### src/rtl/sequential_divider.sv
`default_nettype none
// ============================================================================
// Module      : sequential_divider
// Description : Iterative signed restoring divider. It produces one quotient
//               bit per clock, MSB first, behind a start/done handshake.
//               Both the quotient and the remainder truncate toward zero.
//               The remainder takes the sign of the dividend.
//               A zero divisor is flagged and bypasses the iteration.
// Ports       : clk          rising-edge clock
//               rst_n        asynchronous active-low reset
//               start        division request, sampled only while idle
//               dividend     signed dividend, captured on acceptance
//               divisor      signed divisor, captured on acceptance
//               busy         high from the cycle after acceptance to done
//               done         one-cycle pulse, results valid from here
//               quotient     signed quotient
//               remainder    signed remainder
//               div_by_zero  divisor was zero; held with the results
// Revision    : 1.0 - initial release
// ============================================================================
module sequential_divider #(
    parameter int WIDTH = 32
) (
    input  logic             clk,
    input  logic             rst_n,
    input  logic             start,
    input  logic [WIDTH-1:0] dividend,
    input  logic [WIDTH-1:0] divisor,
    output logic             busy,
    output logic             done,
    output logic [WIDTH-1:0] quotient,
    output logic [WIDTH-1:0] remainder,
    output logic             div_by_zero
);

    localparam int                 c_CNT_W    = $clog2(WIDTH);
    localparam logic [c_CNT_W-1:0] c_CNT_LAST = c_CNT_W'(WIDTH - 1);

    localparam logic [1:0] c_IDLE = 2'd0;
    localparam logic [1:0] c_CALC = 2'd1;
    localparam logic [1:0] c_FIX  = 2'd2;

    logic [1:0]         r_state;
    // Dividend magnitude. Quotient bits shift in at the LSB as dividend bits
    // leave at the MSB, so r_a ends up holding |quotient|.
    logic [WIDTH-1:0]   r_a;
    logic [WIDTH:0]     r_b;      // |divisor|, one extra bit so |MIN| is exact
    logic [WIDTH-1:0]   r_rem;    // partial remainder, always < |divisor|
    logic [c_CNT_W-1:0] r_cnt;
    logic               r_sq;     // quotient sign
    logic               r_sr;     // remainder sign (dividend sign)
    logic               r_dz;

    logic [WIDTH-1:0]   w_abs_a;
    logic [WIDTH-1:0]   w_abs_b;
    logic               w_dz;
    logic [WIDTH:0]     w_trial;
    logic               w_ge;
    logic [WIDTH-1:0]   w_diff;
    logic [WIDTH-1:0]   w_neg_q;
    logic [WIDTH-1:0]   w_neg_r;

    // The negation of MIN wraps back to MIN. Read as unsigned, that value is
    // exactly |MIN|.
    assign w_abs_a = dividend[WIDTH-1] ? (~dividend + 1'b1) : dividend;
    assign w_abs_b = divisor[WIDTH-1]  ? (~divisor + 1'b1)  : divisor;
    assign w_dz    = (divisor == '0);

    assign w_trial = {r_rem, r_a[WIDTH-1]};
    assign w_ge    = (w_trial >= r_b);
    // The true difference is below |divisor| and fits in WIDTH bits.
    // Modular subtraction of the low bits is therefore exact.
    assign w_diff  = w_trial[WIDTH-1:0] - r_b[WIDTH-1:0];

    assign w_neg_q = ~r_a + 1'b1;
    assign w_neg_r = ~r_rem + 1'b1;

    always_ff @(posedge clk or negedge rst_n) begin
        if (!rst_n) begin
            r_state     <= c_IDLE;
            r_a         <= '0;
            r_b         <= '0;
            r_rem       <= '0;
            r_cnt       <= '0;
            r_sq        <= 1'b0;
            r_sr        <= 1'b0;
            r_dz        <= 1'b0;
            busy        <= 1'b0;
            done        <= 1'b0;
            quotient    <= '0;
            remainder   <= '0;
            div_by_zero <= 1'b0;
        end else begin
            done <= 1'b0;
            case (r_state)
                c_IDLE: begin
                    // A start that arrives during the done cycle is dropped.
                    if (start && !done) begin
                        r_a   <= w_abs_a;
                        r_b   <= {1'b0, w_abs_b};
                        r_sq  <= dividend[WIDTH-1] ^ divisor[WIDTH-1];
                        r_sr  <= dividend[WIDTH-1];
                        r_dz  <= w_dz;
                        r_cnt <= c_CNT_LAST;
                        busy  <= 1'b1;
                        if (w_dz) begin
                            // Preload |dividend| so that the sign fix in FIX
                            // rebuilds the dividend as the remainder.
                            r_rem   <= w_abs_a;
                            r_state <= c_FIX;
                        end else begin
                            r_rem   <= '0;
                            r_state <= c_CALC;
                        end
                    end
                end
                c_CALC: begin
                    r_rem <= w_ge ? w_diff : w_trial[WIDTH-1:0];
                    r_a   <= {r_a[WIDTH-2:0], w_ge};
                    r_cnt <= r_cnt - 1'b1;
                    if (r_cnt == '0) begin
                        r_state <= c_FIX;
                    end
                end
                c_FIX: begin
                    quotient    <= r_dz ? '1 : (r_sq ? w_neg_q : r_a);
                    remainder   <= r_sr ? w_neg_r : r_rem;
                    div_by_zero <= r_dz;
                    done        <= 1'b1;
                    busy        <= 1'b0;
                    r_state     <= c_IDLE;
                end
                default: begin
                    r_state <= c_IDLE;
                end
            endcase
        end
    end

endmodule
`default_nettype wire
### config.mk
export PLATFORM = sky130hd
export DESIGN_NAME = sequential_divider
export DESIGN_NICKNAME = d
export VERILOG_FILES = /design/src/rtl/sequential_divider.sv
export SDC_FILE = /design/constraint.sdc
export NUM_CORES = 1
export LEC_CHECK = 0
export CAP_MARGIN = 15
export CORE_MARGIN = 2
export CORE_UTILIZATION = 57
export DETAILED_ROUTE_END_ITERATION = 16
export GPL_ROUTABILITY_DRIVEN = 0
export HOLD_SLACK_MARGIN = 0.12
export PLACE_DENSITY = 0.89
export REMOVE_ABC_BUFFERS = 1
export SETUP_SLACK_MARGIN = 0.05
export SLEW_MARGIN = 15
export SYNTH_ARGS = -nofsm -noshare
export SYNTH_HDL_FRONTEND = slang
export SYNTH_SLANG_ARGS = --single-unit
### constraint.sdc
create_clock -name clk -period 4 [get_ports clk]
set_clock_uncertainty 0.2 [all_clocks]
set_input_delay 0.6 -clock clk [delete_from_list [all_inputs] [get_ports clk]]
set_output_delay 0.6 -clock clk [all_outputs]
set_load 0.01 [all_outputs]
==> out/summary.txt <==
Hold crit path type = reg2reg
Highest Clock Rate = 255.0 MHz
Maximum VDD drop = 0.0004736 V
Antenna Violating Nets Remaining = 0
Synth unique cells = 61
Post-Synth Adder-Cell Area = 4.412%
DR vias/cell = 6.241
First-pass GRT wire length = 50800 µm
XOR/XNOR share of the synthesized area = 11.47%
Critical path data required time = 4.12 ns
Critical-path cell list = dlygate4sd2_1 > inv_2 > ha_2 > or3b_4 > or4_4 > or4_4 > or3_4 > or4_4 > buf_6 > or3_4 > nor3_2 > a21oi_1 > o21ai_0
H-tree levels = 4
Antenna cells = 0
Sequential fraction of the synthesis area = 38.55%
Max-Cap Viols = 0
Dominant cells by area after synthesis = dfrtp_1 (39%), xor2_1 (9.1%), o21ai_0 (7.2%)
Clock slew at reported path FFs = 0.07 ns
Total track usage = 30.87%
Fin crit period = 3.921 ns
1st-iter DRT viols = 1271
Final slew viol count = 0
Setup crit end kind = register
Largest area contributor in the netlist = dfrtp_1
CTS tree = built
Synth top area share = 38.55%
Synthesized netlist cell count = 1297
Area of the core = 19400 µm²
WHS = 0.2800 ns
Post-synthesis cell area = 11230 µm²
Worst Tran Pin Value = 1.015 ns
Initial Utilization = 57.89%
DR WL/cell = 18.32 µm
CP dominant cell by count = or4_4
EDFF count, synth = 0
Final period utilization = 98.03%
Clock Path Buffers = 2
Yosys warns = 0
Compound-cell area share of the yosys netlist = 23.34%
Pin count of the biggest net entering global routing = 100
CP max FO = 5
Num CTS Buffers = 17
Post-Place Setup Slack = -0.6387 ns
Fin. Hold Viols = 0
Setup CP Type = in2reg
Nets = 1545
Synth Area in Simple Gates = 15.67%
Clock Sinks = 173
Final non-filler cell total = 1717
Power per cell area = 859.6 nW/µm²
Hpwl dp = 22420 µm
Primary FF master, synth = dfrtp_1
Antenna violations before repair = 0
RSZ-0062 raised after global routing = yes
Mux contribution to synthesized area = 2.117%
Dpl cells = 1673
Layout cells sized above 1 = 9.986%
Total vias in the final route = 10720
Yosys reg bits = 173
Ports = 134
Asr flop ratio synth = 100.0%
Vias in the first global route = 10340
Largest family of logic cells by synthesized area = compound AO/OA/AOI/OAI gates
CP startpoint kind = input pin
Num rows = 51
Tot Pwr = 11900 µW
Arr. time, crit path = 4.04 ns
DRC = 0
Mapped Avg Cell Area = 8.658 µm²
Slew headroom = 32.33%
Post-Route WL = 31450 µm
Static leakage = 0.006000 µW
Run status = finished, final reports clean
Final design utilization = 71.34%
Clock Latency Late Sink = 0.45 ns
GR Overflow Total = 0
First-pass DRT Iterations = 7
Slowest-stage cell, CP = or4_4
IO buf count = 133
Die Span X = 144.4 µm
Area grow syn2layout = 23.23%
Final Worst Setup Slack = 0.07891 ns
Clock Tree Root = clkbuf_16
Final setup violation count = 0
Die H = 144.4 µm
Die area = 20840 µm²
CP peak stage delay = 0.44 ns
==> Yosys cell counts, types with 21 or more instances <==
cell type	instances
a21oi_1	74
nand2_1	172
inv_1	50
a22oi_1	30
ha_1	38
xnor2_1	30
clkbuf_1	67
o41ai_1	21
nor2_1	75
dfrtp_1	173
o31ai_1	32
or4_1	23
xor2_1	117
o21ai_0	161
==> state kept, by name, summed over array words and instances (netlist names), 2 cells and up <==
name       cells
quotient      32
r_a           32
r_b           32
r_rem         32
remainder     32
r_cnt          5
r_state        2
==> where the power goes <==
part	leakage [µW]	internal (µW)	switching (µW)
sequential	0.00220	2420	857
combinational	0.00350	3010	3890
clock	0.000294	951	765
total	0.00600	6390	5510
==> layout by cell type, fill, tap and decap left out, types with 21 or more instances in the layout <==
cell type / instances
xor2_1: 117
clkdlybuf4s50_1: 130
nand2_1: 172
xnor2_1: 30
o31ai_1: 31
buf_4: 52
o21ai_0: 157
a22oi_1: 29
dfrtp_1: 173
or4_1: 22
a21oi_1: 74
nor2_1: 72
inv_1: 49
ha_1: 37
o41ai_1: 21
==> cell type report <==
class / instances / area (µm²)
timing repair buffer: 196 / 1861
clock buffer: 18 / 439.2
inverter: 51 / 191.4
clock inverter: 14 / 158.9
multi-input combinational: 1000 / 6528
tap: 265 / 331.6
sequential: 173 / 4329
fill: 1430 / 5560
==> timing repair <==
item | CTS | global route
pin swaps | 11 | 10
setup buffers | 4 | 4
endpoints found under the setup margin | 39 | 26
gates cloned | 2 | 1
gates resized for setup | 17 | 13
endpoints found under the hold margin | 77 | 0
hold buffers | 1 | 0
==> path summary, 6_finish.rpt <==
kind                       slack, ns  depth (start not counted)            to        from
max                             0.08                         13      r_rem[7]  divisor[0]
min                             0.28                          2       r_b[25]     r_b[25]
max reg2reg                     0.22                         11      r_rem[6]   r_rem[19]
min reg2reg                     0.28                          2       r_b[25]     r_b[25]
max in group asynchronous       2.03                          3  quotient[30]       rst_n
min in group asynchronous       0.60                          2      r_rem[0]       rst_n
==> critical path: cells and delay by family <==
| kind | cells | cell delay (ns) |
|---|---|---|
| adders and majority gates | 1 | 0.16 |
| and+or+nand+nor | 7 | 2.60 |
| buffers and inverters | 3 | 0.45 |
| AOI/OAI and AO/OA | 2 | 0.22 |
==> logic make-up after synthesis <==
kind of cell / Yosys count
AOI/OAI and AO/OA: 416
and+or+nand+nor: 372
DFF: 173
xor gates and xnor gates: 147
buffers and inverters: 127
adders and majority gates: 39
muxes: 23
==> per-stage QoR <==
stage	setup TNS, ns	instance area [µm²]
finish	0	13840
global route	0	13840
CTS	0	13750
detailed placement	-21.28	13060
global placement	-17.69	13060
floorplan	-47.10	10920
==> routing by layer <==
metal	track usage (%)	wire, µm	vias to the layer above
met1	39.43	12360	5084
li1	-	-	4935
met5	0	0	-
met3	4.603	2705	104
met2	51.61	15170	592
met4	14.82	1217	0
No activity file was read; power rests on OpenSTA's default activity.
==> RTL edit, RTL diff (config.mk and constraints unchanged) <==
Set the parameter `WIDTH` to 16 (it was 32).
--- a/src/rtl/sequential_divider.sv
+++ b/src/rtl/sequential_divider.sv
@@ -21,3 +21,3 @@
 module sequential_divider #(
-    parameter int WIDTH = 32
+    parameter int WIDTH = 16
 ) (
Interface: changed (resized dividend, divisor, quotient and remainder); port bits go from 134 to 70. The function was not compared with the original's and may differ.
==> RTL edit against the original RTL <==
- design area shrank 50%
- setup slack improved by 0.68 ns
- fmax is 21% higher
- routed wire length decreased by 52%
- synthesized area decreased by 48%
- utilization fell by 3.8 points
- register-to-register slack gained 0.54 ns
- power shrank 51%
- sequential cell count is 81 lower
- critical path type is now register to register
==> RTL edit: results (changes against the original RTL) <==
* Status: finished clean
* Rel. slew slack at 40.98% (+8.6 points)
* Layout Nets at 779 (-50%)
* Max H-tree Level at 3 (-1)
* Clk slew on worst S/H paths at 0.09 ns (+0.02 ns)
* Post-cts resize count at 0 (-17)
* Gr usage total at 27.27% (-3.6 points)
* Top cells by area, synth: dfrtp_1 (39%), o21ai_0 (6.6%), nand2_1 (6.3%)
* Max Root-Sink Buffers at 2 (unchanged)
* Ys async rst share at 100.0% (unchanged)
* Register area share after synthesis at 39.17% (+0.62 points)
* Wire per inst at 17.49 µm (-4.5%)
* CP Data Required Time at 4.08 ns (-0.04 ns)
* Post-synthesis cell type count at 64 (+4.9%)
* Postcts setup bufs at 0 (-4)
* Clock latency at the later pin of the worst-skew pair at 0.37 ns (-0.08 ns)
* Antenna violations before repair at 0 (unchanged)
* Syn_area_per_cell at 8.745 µm² (+1.0%)
* Routed WL at 15.10 mm (-52%)
* Filler instances at 800 (-44%)
* Port bufs at 69 (-48%)
* Top cells by count, synth: nand2_1 (99), dfrtp_1 (92), o21ai_0 (77), xor2_1 (39), nor2_1 (37)
* Iter 0 DRT Violations at 504 (-60%)
* Crit Path Max Fanout at 15 (+10)
* Setup WS pre-CTS at 0.6889 ns (+1.328 ns)
* Placed wire-length estimate at 11.05 mm (-51%)
* Diodes inserted at 0 (unchanged)
* Inst Count DP at 847 (-49%)
* DRT Pass-1 Iters at 6 (-1)
* Congestion Overflow GR at 0 (unchanged)
* Clock buffer count from CTS at 9 (-8)
* P_leak at 2.961 nW (-51%)
* Vias in the first global route at 5147 (-50%)
* First-pass GRT wire length at 24.46 mm (-52%)
* Hold crit path type: primary input to async pin
* Largest net degree at the start of global routing at 71 (-29%)
* Ys Warns at 0 (unchanged)
* Root buffer cell: clkbuf_8
* Peak VDD IR at 455.5 µV (-3.8%)
* Vias at 5485 (-49%)
* Share of cells above drive strength 1 at 5.089% (-4.9 points)
==> RTL edit: cell type report <==
cell class	instances	area share (%)
clock buffer	11	2.055
clock inverter	5	1.219
inverter	31	1.692
multi-input combinational	512	48.33
sequential	92	33.47
tap	136	2.474
timing repair buffer	76	10.77
==> RTL edit: logic make-up (layout without fill, tap and decap cells) <==
| logic type | count (synthesis) | count (layout) | share of synthesized area [%] |
|---|---|---|---|
| AO/OA/AOI/OAI | 217 | 217 | 24.53 |
| AND/OR/NAND/NOR | 207 | 207 | 17.05 |
| flip-flops | 92 | 92 | 39.17 |
| buffers and inverters | 68 | 123 | 4.407 |
| XOR/XNOR | 63 | 63 | 9.517 |
| adder cells (fa/ha/maj) | 22 | 22 | 4.812 |
| multiplexers | 3 | 3 | 0.5110 |
==> RTL edit: worst max-delay path, cell delays in order, from the launching register on <==
cell	delay (ns)
dfrtp_1	0.52
ha_1	0.46
and3_1	0.26
nor4b_1	0.42
o31ai_1	0.23
a21oi_2	0.58
o21ai_0	0.24
o211ai_1	0.25
==> RTL edit: final timing paths <==
kind,from,to,slack (ns),cells after the start
worst min register to register,quotient[0],quotient[0],0.28,2
worst max-delay path,r_rem[5],r_rem[14],0.76,7
worst min-delay path,rst_n,r_a[11],0.15,1
worst max register to register,r_rem[5],r_rem[14],0.76,7
max in group asynchronous,rst_n,remainder[8],2.62,2
min in group clk,quotient[0],quotient[0],0.28,2
==> RTL edit: per-layer routing <==
layer,vias up,global-route usage (%),share of wire (%)
met3,57,5.751,8.4
met2,291,45.12,48
met1,2624,35.24,40
met4,0,10.34,3.4
met5,-,0,0
li1,2513,-,-
==> RTL edit: through the flow <==
stage | util [%] | cell area, µm²
detailed placement | 65.33 | 6654
global route | 67.54 | 6879
global placement | 65.33 | 6654
floorplan | - | 5734
CTS | 67.54 | 6879
finish | 67.54 | 6879
==> RTL edit: power breakdown <==
part | total [mW] | internal (mW) | leakage, nW | switching [mW]
sequential | 1.81 | 1.32 | 1.17 | 0.488
combinational | 3.32 | 1.46 | 1.69 | 1.87
clock | 0.719 | 0.372 | 0.106 | 0.347
total | 5.85 | 3.15 | 2.96 | 2.70
